## config.mk

```make
export PLATFORM = sky130hd
export DESIGN_NAME = display_scanout
export DESIGN_NICKNAME = d
export VERILOG_FILES = /design/src/rtl/display_scanout.sv
export SDC_FILE = /design/constraint.sdc
export NUM_CORES = 1
export LEC_CHECK = 0
export BUFFER_PORTS_ARGS = -buffer_cell sky130_fd_sc_hd__buf_2
export CAP_MARGIN = 40
export CORE_UTILIZATION = 63
export DETAILED_ROUTE_END_ITERATION = 10
export PLACE_DENSITY = 0.84
export SYNTH_ARGS = -nofsm -noshare
export SYNTH_HDL_FRONTEND = slang
export SYNTH_SLANG_ARGS = --single-unit
```

## constraint.sdc

```tcl
create_clock -name clk -period 5.2 [get_ports clk]
set_clock_uncertainty 0.2 [all_clocks]
set_input_delay 1.04 -clock clk [delete_from_list [all_inputs] [get_ports clk]]
set_output_delay 1.04 -clock clk [all_outputs]
set_load 0.05 [all_outputs]
```

## src/rtl/display_scanout.sv

```systemverilog
// Raster scan-out engine: h/v timing, linear frame-buffer addressing,
// and delay-matched pixel/strobe output stream.
module display_scanout #(
  parameter int H_ACTIVE   = 640,
  parameter int H_FP       = 16,
  parameter int H_SYNC     = 64,
  parameter int H_BP       = 80,
  parameter int V_ACTIVE   = 400,
  parameter int V_FP       = 3,
  parameter int V_SYNC     = 4,
  parameter int V_BP       = 13,
  parameter int RD_LATENCY = 1
) (
  input  logic        clk,
  input  logic        rst_n,
  input  logic        en,
  input  logic        fb_ready,
  output logic [17:0] fb_rd_addr,
  input  logic [3:0]  fb_rd_data,
  output logic [3:0]  pix_data,
  output logic        pix_de,
  output logic        hsync,
  output logic        vsync,
  output logic        frame_start,
  output logic        underrun
);

  localparam int H_TOTAL = H_ACTIVE + H_FP + H_SYNC + H_BP;
  localparam int V_TOTAL = V_ACTIVE + V_FP + V_SYNC + V_BP;
  localparam int HW = $clog2(H_TOTAL);
  localparam int VW = $clog2(V_TOTAL);
  localparam int HS_BEG = H_ACTIVE + H_FP;
  localparam int HS_END = H_ACTIVE + H_FP + H_SYNC;
  localparam int VS_BEG = V_ACTIVE + V_FP;
  localparam int VS_END = V_ACTIVE + V_FP + V_SYNC;
  localparam int NS = RD_LATENCY + 1;

  localparam logic [0:0] S_IDLE = 1'b0;
  localparam logic [0:0] S_RUN  = 1'b1;

  logic [0:0]         state_q, state_d;
  logic [HW-1:0]      h_q, h_d;
  logic [VW-1:0]      v_q, v_d;
  logic [17:0]        addr_q, addr_d;
  logic [17:0]        rd_addr_q, rd_addr_d;
  logic [NS-1:0][3:0] stg_q, stg_d;
  logic [3:0]         pix_q, pix_d;
  logic               de_q, de_d;
  logic               hs_q, hs_d;
  logic               vs_q, vs_d;
  logic               fs_q, fs_d;
  logic               und_q, und_d;

  logic run, drop, active, hs_raw, vs_raw, first;
  logic h_wrap, v_wrap;

  always_comb begin
    run    = state_q == S_RUN;
    drop   = run && !fb_ready;
    active = run && int'(h_q) < H_ACTIVE
                 && int'(v_q) < V_ACTIVE;
    hs_raw = run && int'(h_q) >= HS_BEG
                 && int'(h_q) < HS_END;
    vs_raw = run && int'(v_q) >= VS_BEG
                 && int'(v_q) < VS_END;
    first  = run && h_q == '0 && v_q == '0;
    h_wrap = int'(h_q) == H_TOTAL - 1;
    v_wrap = int'(v_q) == V_TOTAL - 1;
  end

  always_comb begin
    state_d   = state_q;
    h_d       = h_q;
    v_d       = v_q;
    addr_d    = addr_q;
    rd_addr_d = rd_addr_q;
    und_d     = und_q;
    // stage layout {first, vs, hs, active}; last stage meets RAM data
    stg_d = {stg_q[NS-2:0],
             {first, vs_raw, hs_raw, active}};
    pix_d = stg_q[NS-1][0] ? fb_rd_data : 4'd0;
    de_d  = stg_q[NS-1][0];
    hs_d  = stg_q[NS-1][1];
    vs_d  = stg_q[NS-1][2];
    fs_d  = stg_q[NS-1][3];
    if (drop) begin
      state_d   = S_IDLE;
      h_d       = '0;
      v_d       = '0;
      addr_d    = '0;
      rd_addr_d = '0;
      und_d     = 1'b1;
      stg_d     = '0;
      pix_d     = 4'd0;
      de_d      = 1'b0;
      hs_d      = 1'b0;
      vs_d      = 1'b0;
      fs_d      = 1'b0;
    end else if (run) begin
      if (active) begin
        rd_addr_d = addr_q;
        addr_d    = addr_q + 18'd1;
      end
      if (h_wrap) begin
        h_d = '0;
        if (v_wrap) begin
          v_d    = '0;
          addr_d = '0;
          if (!en) state_d = S_IDLE;
        end else begin
          v_d = v_q + VW'(1);
        end
      end else begin
        h_d = h_q + HW'(1);
      end
    end else begin
      rd_addr_d = '0;
      if (en && fb_ready) state_d = S_RUN;
    end
  end

  always_ff @(posedge clk or negedge rst_n) begin
    if (!rst_n) begin
      state_q   <= S_IDLE;
      h_q       <= '0;
      v_q       <= '0;
      addr_q    <= '0;
      rd_addr_q <= '0;
      stg_q     <= '0;
      pix_q     <= 4'd0;
      de_q      <= 1'b0;
      hs_q      <= 1'b0;
      vs_q      <= 1'b0;
      fs_q      <= 1'b0;
      und_q     <= 1'b0;
    end else begin
      state_q   <= state_d;
      h_q       <= h_d;
      v_q       <= v_d;
      addr_q    <= addr_d;
      rd_addr_q <= rd_addr_d;
      stg_q     <= stg_d;
      pix_q     <= pix_d;
      de_q      <= de_d;
      hs_q      <= hs_d;
      vs_q      <= vs_d;
      fs_q      <= fs_d;
      und_q     <= und_d;
    end
  end

  assign fb_rd_addr  = rd_addr_q;
  assign pix_data    = pix_q;
  assign pix_de      = de_q;
  assign hsync       = hs_q;
  assign vsync       = vs_q;
  assign frame_start = fs_q;
  assign underrun    = und_q;

endmodule

```

==> results.tsv, run 1 <==
stage	metric	value	unit
outcome	status	finished clean	
route	Initial DRT Pass Iterations	5	
grt	pin count of the biggest net entering global routing	41	
route	highest routed layer	met4	
synthesis	most frequently used flop master after synthesis	dfrtp_1	
grt	GR Overflow Total	0	
worst_setup_path	Arr. time, crit path	2.61	ns
timing	Final Hold Fails	0	
pwr	Power Total	1.19	mW
route	routed wl met3	440	um
cells_and_area	Layout Nets	375	
cells_and_area	Final Instance Area	3900	um2
route	wire per inst	17.3	um
route	drt via density	6.31	
worst_setup_path	slack of the worst reg-to-reg path	2.68	ns
hold_path	Hold Path Origin	stg_q[3]	
synthesis	Yosys cell types	55	
cts	Inserted Clock Buffers	9	
synthesis	post-synth top area cell	dfrtp_1	
placed_design	hpwl dp	5.04	mm
cts	Post-CTS Hold Buffers	0	
floorplanning	IO Count	35	
route	metal2 WL	3.59	mm
timing	Slew Limit Fails	0	
cts	Setup Buffers After CTS	0	
grt	first-pass GRT wire length	12.8	mm
worst_setup_path	CP max stage delay	0.66	ns
floorplanning	Die Area	5810	um2
cts	clk sinks	73	
timing	worst setup margin	2.68	ns
synthesis	post-synth top area share	0.527	
timing	RSZ-0062 raised after global routing	false	
cts	depth of the CTS H-tree	3	
placed_design	Port-buffer cells	34	
floorplanning	core area	5200	um2
hold_path	worst hold endpoint	stg_q[7]	
cts	Longest Clk Path Bufs	2	
worst_setup_path	worst-path maximum fanout	21	
cells_and_area	FF/Latch Area	1830	um2
route	post-route ant nets	0	
hold_path	Hold Path Class	reg2reg	
route	drt drc	0	
placed_design	placed cell areas	3680	um2
synthesis	yosys warns	0	
cells_and_area	Area Overhead vs Synth	12.3	%
route	via count	2757	
synthesis	asr flop ratio synth	1.00	
placed_design	Placement Setup Slack	2.62	ns
floorplanning	Core Rows	26	
worst_setup_path	Worst R2R Start	run	
cts	Root Driver	clkbuf_8	
cells_and_area	Final Core Density	0.749	
worst_setup_path	critical path class	reg2reg	
synthesis	Synth Cell Area	3470	um2
timing	crit path time final	2.52	ns
grt	vias in the first global route	2512	
cts	CTS tree	yes	
worst_setup_path	CP endpoint kind	flip-flop	
pwr	Static Leak	1.76	nW
hold_path	Hold Crit Depth	1	
floorplanning	Die W	76.2	um
cells_and_area	most common cell after layout, fill and taps aside	dfrtp_1	
timing	period utilisation layout	0.485	
route	drt initial violations	430	
worst_setup_path	RR Endpoint	addr_q[15]	
cells_and_area	Ant. Diodes	0	
cts	Clock Pin Slew Worst Setup and Hold Paths	0.08	ns
synthesis	Area contributors post-synth	dfrtp_1 53%, a22o_1 4.8%, nand2_1 2.7%, nand3_1 2.6%, nor2_1 2.4%	
cts	Skew-Pair Late Insertion Delay	0.36	ns
synthesis	syn_area_per_cell	10.5	um2
synthesis	#FFs+latches synth	73	
synthesis	Post-Syn Instances	329	
floorplanning	height of the die	76.2	um
route	Routed WL	7.55	mm
worst_setup_path	crit start category	flip-flop	
timing	Slew headroom	0.448	
route	DRT met1 WL	3.39	mm
timing	maximum clock frequency	396	MHz
worst_setup_path	Slowest-stage cell, CP	dfrtp_1	
placed_design	global placer's final weighted congestion	0.855	
worst_setup_path	ordered cell list for the critical path	buf_8, and4_1, nand4_1, or4_4, o21ba_1, a31oi_1	
synthesis	Post-Syn Nets	342	
cts	CTS resizes	0	
cells_and_area	layout cell share with drive strength beyond 1	0.180	
timing	Slew @ Worst Pin	0.828	ns
worst_setup_path	r2r worst-path depth	6	
cells_and_area	most frequent cells in the layout	73 x dfrtp_1, 34 x buf_2, 25 x nand2_1	
timing	setup violators final	0	
cells_and_area	multi-input combinational cell area	1510	um2
grt	initial antenna violation count	0	
synthesis	Seq/Total Area, Yosys	0.527	
cells_and_area	# fillers	365	
floorplanning	starting density of the core	0.667	
run	max_cap viols	0	
pwr	Pwr Density	305	nW/um2
synthesis	EDFF count, synth	0	
timing	Fin Setup TNS	0	ns
worst_setup_path	CP Data Required Time	5.28	ns
pwr	peak supply drop	0.219	mV
grt	GR Util All Layers	0.283	
==> worst max-delay path: cells and delay by family, from the launching register on <==
family,cells,cell delay (ns)
AND/OR/NAND/NOR,3,1.01
AO/OA/AOI/OAI,2,0.32
buffers and inverters,1,0.24
flip-flops,1,0.66
==> sequential cells by signal, indices dropped and copies added, names as in the netlist <==
signal,cells
addr_q,18
fb_rd_addr,18
frame_start,1
h_q,10
hsync,1
pix_data,4
pix_de,1
run,1
stg_q,8
underrun,1
v_q,9
vsync,1
==> area by class of cell <==
type	instances	share of cell area
sequential	73	0.469
multi-input combinational	229	0.388
timing repair buffer	38	0.0543
clock buffer	9	0.0318
clock inverter	7	0.0244
tap	70	0.0225
inverter	11	0.0106
==> synthesized netlist by cell type (6+ instances only) <==
master	count
nor2_1	22
nand4_1	8
nand2_1	25
nand3_1	18
and2_1	9
o21ai_0	12
a22o_1	19
clkbuf_1	7
nand2b_1	6
and3_1	9
a31oi_1	10
dfrtp_1	73
a21oi_1	7
inv_1	11
==> report_power, final <==
group	internal (mW)	total (mW)	switching, mW
Clock	0.269	0.487	0.218
Sequential	0.583	0.603	0.0196
Combinational	0.0319	0.0982	0.0663
==> worst max path at each step <==
stage | from | endpoint | depth (start not counted)
floorplan | fb_ready | addr_q[12] | 5
global placement | fb_ready | fb_rd_addr[9] | 4
detailed placement | fb_ready | addr_q[0] | 4
CTS | run | addr_q[15] | 6
global route | run | addr_q[15] | 6
finish | run | addr_q[15] | 6
==> cell families after synthesis <==
kind of cell | synth area share
adders and majority gates | 0.0180
and+or+nand+nor | 0.210
DFF | 0.527
buffers and inverters | 0.0379
AOI/OAI and AO/OA | 0.173
xor gates and xnor gates | 0.0227
muxes | 0.0119
==> routing by layer <==
metal  GRT usage  up-vias
met5           0        -
met1       0.404     1344
li1            -     1284
met4      0.0808        0
met2       0.430      116
met3      0.0731       13
==> metrics by stage <==
step / cells / hold WS (ns)
finish: 437 / 0.257
global route: 437 / 0.274
CTS: 437 / 0.261
detailed placement: 421 / 0.243
global placement: 419 / 0.232
floorplan: 329 / 0.228
Note: power is estimated with default switching activity, not from simulation.
==> run 2, diff against run 1 <==
- ABC_AREA: default -> 1
- CORE_UTILIZATION: 63 -> 53
- PLACE_DENSITY: 0.84 -> 0.75
- clock period: 5.2 -> 2.1 ns (I/O delays scaled with it)
==> results.tsv, run 2 <==
stage	metric	value	unit	change
outcome	status	finished clean		
grt	initial antenna violation count	0		unchanged
worst_setup_path	Arr. time, crit path	1.91	ns	-0.70 ns
floorplanning	Die Area	7370	um2	+27%
grt	GR Util All Layers	0.239		-0.0436
cells_and_area	most frequent cells in the layout	114 x nand2_1, 73 x dfrtp_1, 57 x nor2_1		
cells_and_area	Ant. Diodes	0		unchanged
worst_setup_path	CP Data Required Time	2.11	ns	-3.17 ns
timing	Final Hold Fails	0		unchanged
worst_setup_path	RR Endpoint	addr_q[1]		
grt	first-pass GRT wire length	13.8	mm	+7.8%
route	wire per inst	12.6	um	-27%
route	drt via density	5.15		-18%
floorplanning	height of the die	85.8	um	+13%
floorplanning	IO Count	35		unchanged
grt	vias in the first global route	2929		+17%
synthesis	Post-Syn Nets	487		+42%
cts	CTS tree	yes		
synthesis	#FFs+latches synth	73		unchanged
cts	Skew-Pair Late Insertion Delay	0.34	ns	-0.02 ns
timing	Fin Setup TNS	0	ns	unchanged
synthesis	EDFF count, synth	0		unchanged
synthesis	syn_area_per_cell	7.86	um2	-26%
floorplanning	Die W	85.8	um	+13%
cells_and_area	layout cell share with drive strength beyond 1	0.158		-0.0217
cts	Inserted Clock Buffers	9		unchanged
synthesis	yosys warns	0		unchanged
cts	Longest Clk Path Bufs	2		unchanged
cells_and_area	Final Core Density	0.627		-0.122
timing	setup violators final	0		unchanged
synthesis	count leader, synth	nand2_1		
timing	crit path time final	1.90	ns	-0.622 ns
cts	depth of the CTS H-tree	3		unchanged
worst_setup_path	CP endpoint kind	flip-flop		
cells_and_area	most common cell after layout, fill and taps aside	nand2_1		
synthesis	Yosys cell types	28		-49%
pwr	Static Leak	2.11	nW	+20%
timing	period utilisation layout	0.905		+0.420
timing	Slew @ Worst Pin	0.404	ns	-0.423 ns
worst_setup_path	worst-path maximum fanout	15		-29%
route	Routed WL	7.84	mm	+3.8%
cells_and_area	Area Overhead vs Synth	14.4	%	
floorplanning	Core Rows	30		+15%
cells_and_area	Layout Nets	534		+42%
cts	Clock Pin Slew Worst Setup and Hold Paths	0.07	ns	about the same
hold_path	Hold Path Class	in2reg		
cts	Setup Buffers After CTS	0		unchanged
worst_setup_path	CP Launch Point	v_q[6]		
pwr	Power Total	3.07	mW	+160%
worst_setup_path	slack of the worst reg-to-reg path	0.20	ns	-2.48 ns
pwr	peak supply drop	0.347	mV	+58%
synthesis	post-synth top area cell	dfrtp_1		
timing	Slew headroom	0.729		+0.281
cells_and_area	# fillers	601		+65%
cells_and_area	FF/Latch Area	1830	um2	unchanged
synthesis	asr flop ratio synth	1.00		unchanged
route	via count	3200		+16%
synthesis	Synth Cell Area	3720	um2	+7.3%
cts	Root Driver	clkbuf_8		
placed_design	hpwl dp	5.51	mm	+9.3%
worst_setup_path	critical path class	reg2reg		
synthesis	Area contributors post-synth	dfrtp_1 49%, nand2_1 11%, nand3_1 6.2%, nor2_1 5.7%, inv_1 5.2%		
route	post-route ant nets	0		unchanged
placed_design	global placer's final weighted congestion	0.897		+5.0%
worst_setup_path	CP Capture Point	addr_q[1]		
route	drt initial violations	252		-41%
timing	Slew Limit Fails	0		unchanged
run	max_cap viols	0		unchanged
worst_setup_path	r2r worst-path depth	7		+1
route	drt drc	0		unchanged
cells_and_area	fin cells	621		+42%
synthesis	synth cell count leaders	114 x nand2_1, 73 x dfrtp_1, 57 x nor2_1		
synthesis	Seq/Total Area, Yosys	0.491		-0.0359
pwr	Pwr Density	721	nW/um2	+140%
timing	maximum clock frequency	526	MHz	+33%
worst_setup_path	Worst R2R Start	v_q[6]		
synthesis	post-synth top area share	0.491		-0.0359
cells_and_area	multi-input combinational cell area	1610	um2	+6.4%
floorplanning	core area	6790	um2	+31%
placed_design	Port-buffer cells	34		unchanged
placed_design	Inst Count DP	605		+44%
floorplanning	starting density of the core	0.548		-0.119
grt	pin count of the biggest net entering global routing	74		+80%
cts	clk sinks	73		unchanged
synthesis	most frequently used flop master after synthesis	dfrtp_1		
timing	worst hold margin	0.0734	ns	-0.184 ns
timing	RSZ-0062 raised after global routing	false		
route	Initial DRT Pass Iterations	5		unchanged
worst_setup_path	crit start category	flip-flop		
synthesis	Post-Syn Instances	474		+44%
grt	GR Overflow Total	0		unchanged
[run 2: changes by cell type in the layout (fill, tap and decap cells not counted), sizes merged, moves of 5 or more]
cell and change:
a22o -19, a31oi -10, and2 -10, and3 -9, buf +10, inv +46, nand2 +92, nand2b -6
nand3 +28, nand4 +11, nor2 +42, o21ai +29, or4 -5
[run 2: worst min-delay path by stage]
| stage | from | endpoint | slack, ns | cells after the start |
|---|---|---|---|---|
| global placement | underrun | underrun | 0.25 | 1 |
| global route | en | run | 0.08 | 3 |
| CTS | en | run | 0.06 | 3 |
| finish | en | run | 0.07 | 3 |
| detailed placement | underrun | underrun | 0.26 | 1 |
| floorplan | rst_n | addr_q[0] | -0.08 | 0 |
[run 2: layout make-up]
class                      count  share of cell area
timing repair buffer          49              0.0699
sequential                    73               0.429
multi-input combinational    331               0.377
inverter                      57              0.0502
clock inverter                 5              0.0132
clock buffer                  10              0.0323
tap                           96              0.0282
[run 2: cell families (layout without fill, tap and decap cells)]
group,Yosys count,count (layout),synth area share
adders and majority gates,5,5,0.0168
DFF,73,73,0.491
xor gates and xnor gates,8,8,0.0188
buffers and inverters,70,121,0.0783
AOI/OAI and AO/OA,59,59,0.0840
and+or+nand+nor,259,259,0.311
[run 2: worst max-delay path: stages, from the launching register on]
cell     delay, ns
dfrtp_1       0.45
nor2_1        0.23
nand2_1       0.09
nand2_1       0.11
nand2_4       0.13
buf_4         0.22
o21ai_0       0.22
o22ai_1       0.12
[run 2: stage by stage]
stage               instance area (um2)  setup slack (ns)
floorplan                          3720             0.403
detailed placement                 4050             0.205
CTS                                4260             0.197
global placement                   4050             0.245
finish                             4260             0.200
global route                       4260            0.0197
[run 2: power breakdown]
part / leakage, nW / switching (mW) / total [mW] / internal, mW
logic: 1.02 / 0.303 / 0.436 / 0.132
registers: 0.997 / 0.0713 / 1.55 / 1.48
clock network: 0.0981 / 0.516 / 1.09 / 0.572
[run 2: timing repair]
| item | 4_1_cts | 5_1_grt |
|---|---|---|
| resized for setup | 0 | 1 |
| hold buffers | 1 | 0 |
| endpoints found under the setup margin | 0 | 2 |
| endpoints found under the hold margin | 73 | 0 |
[run 2: per-layer routing]
metal	part of all wire	track usage	routed length [um]
met4	0.018	0.0879	140
met1	0.49	0.350	3840
met5	0	0	0
met3	0.054	0.0568	422
met2	0.44	0.347	3430
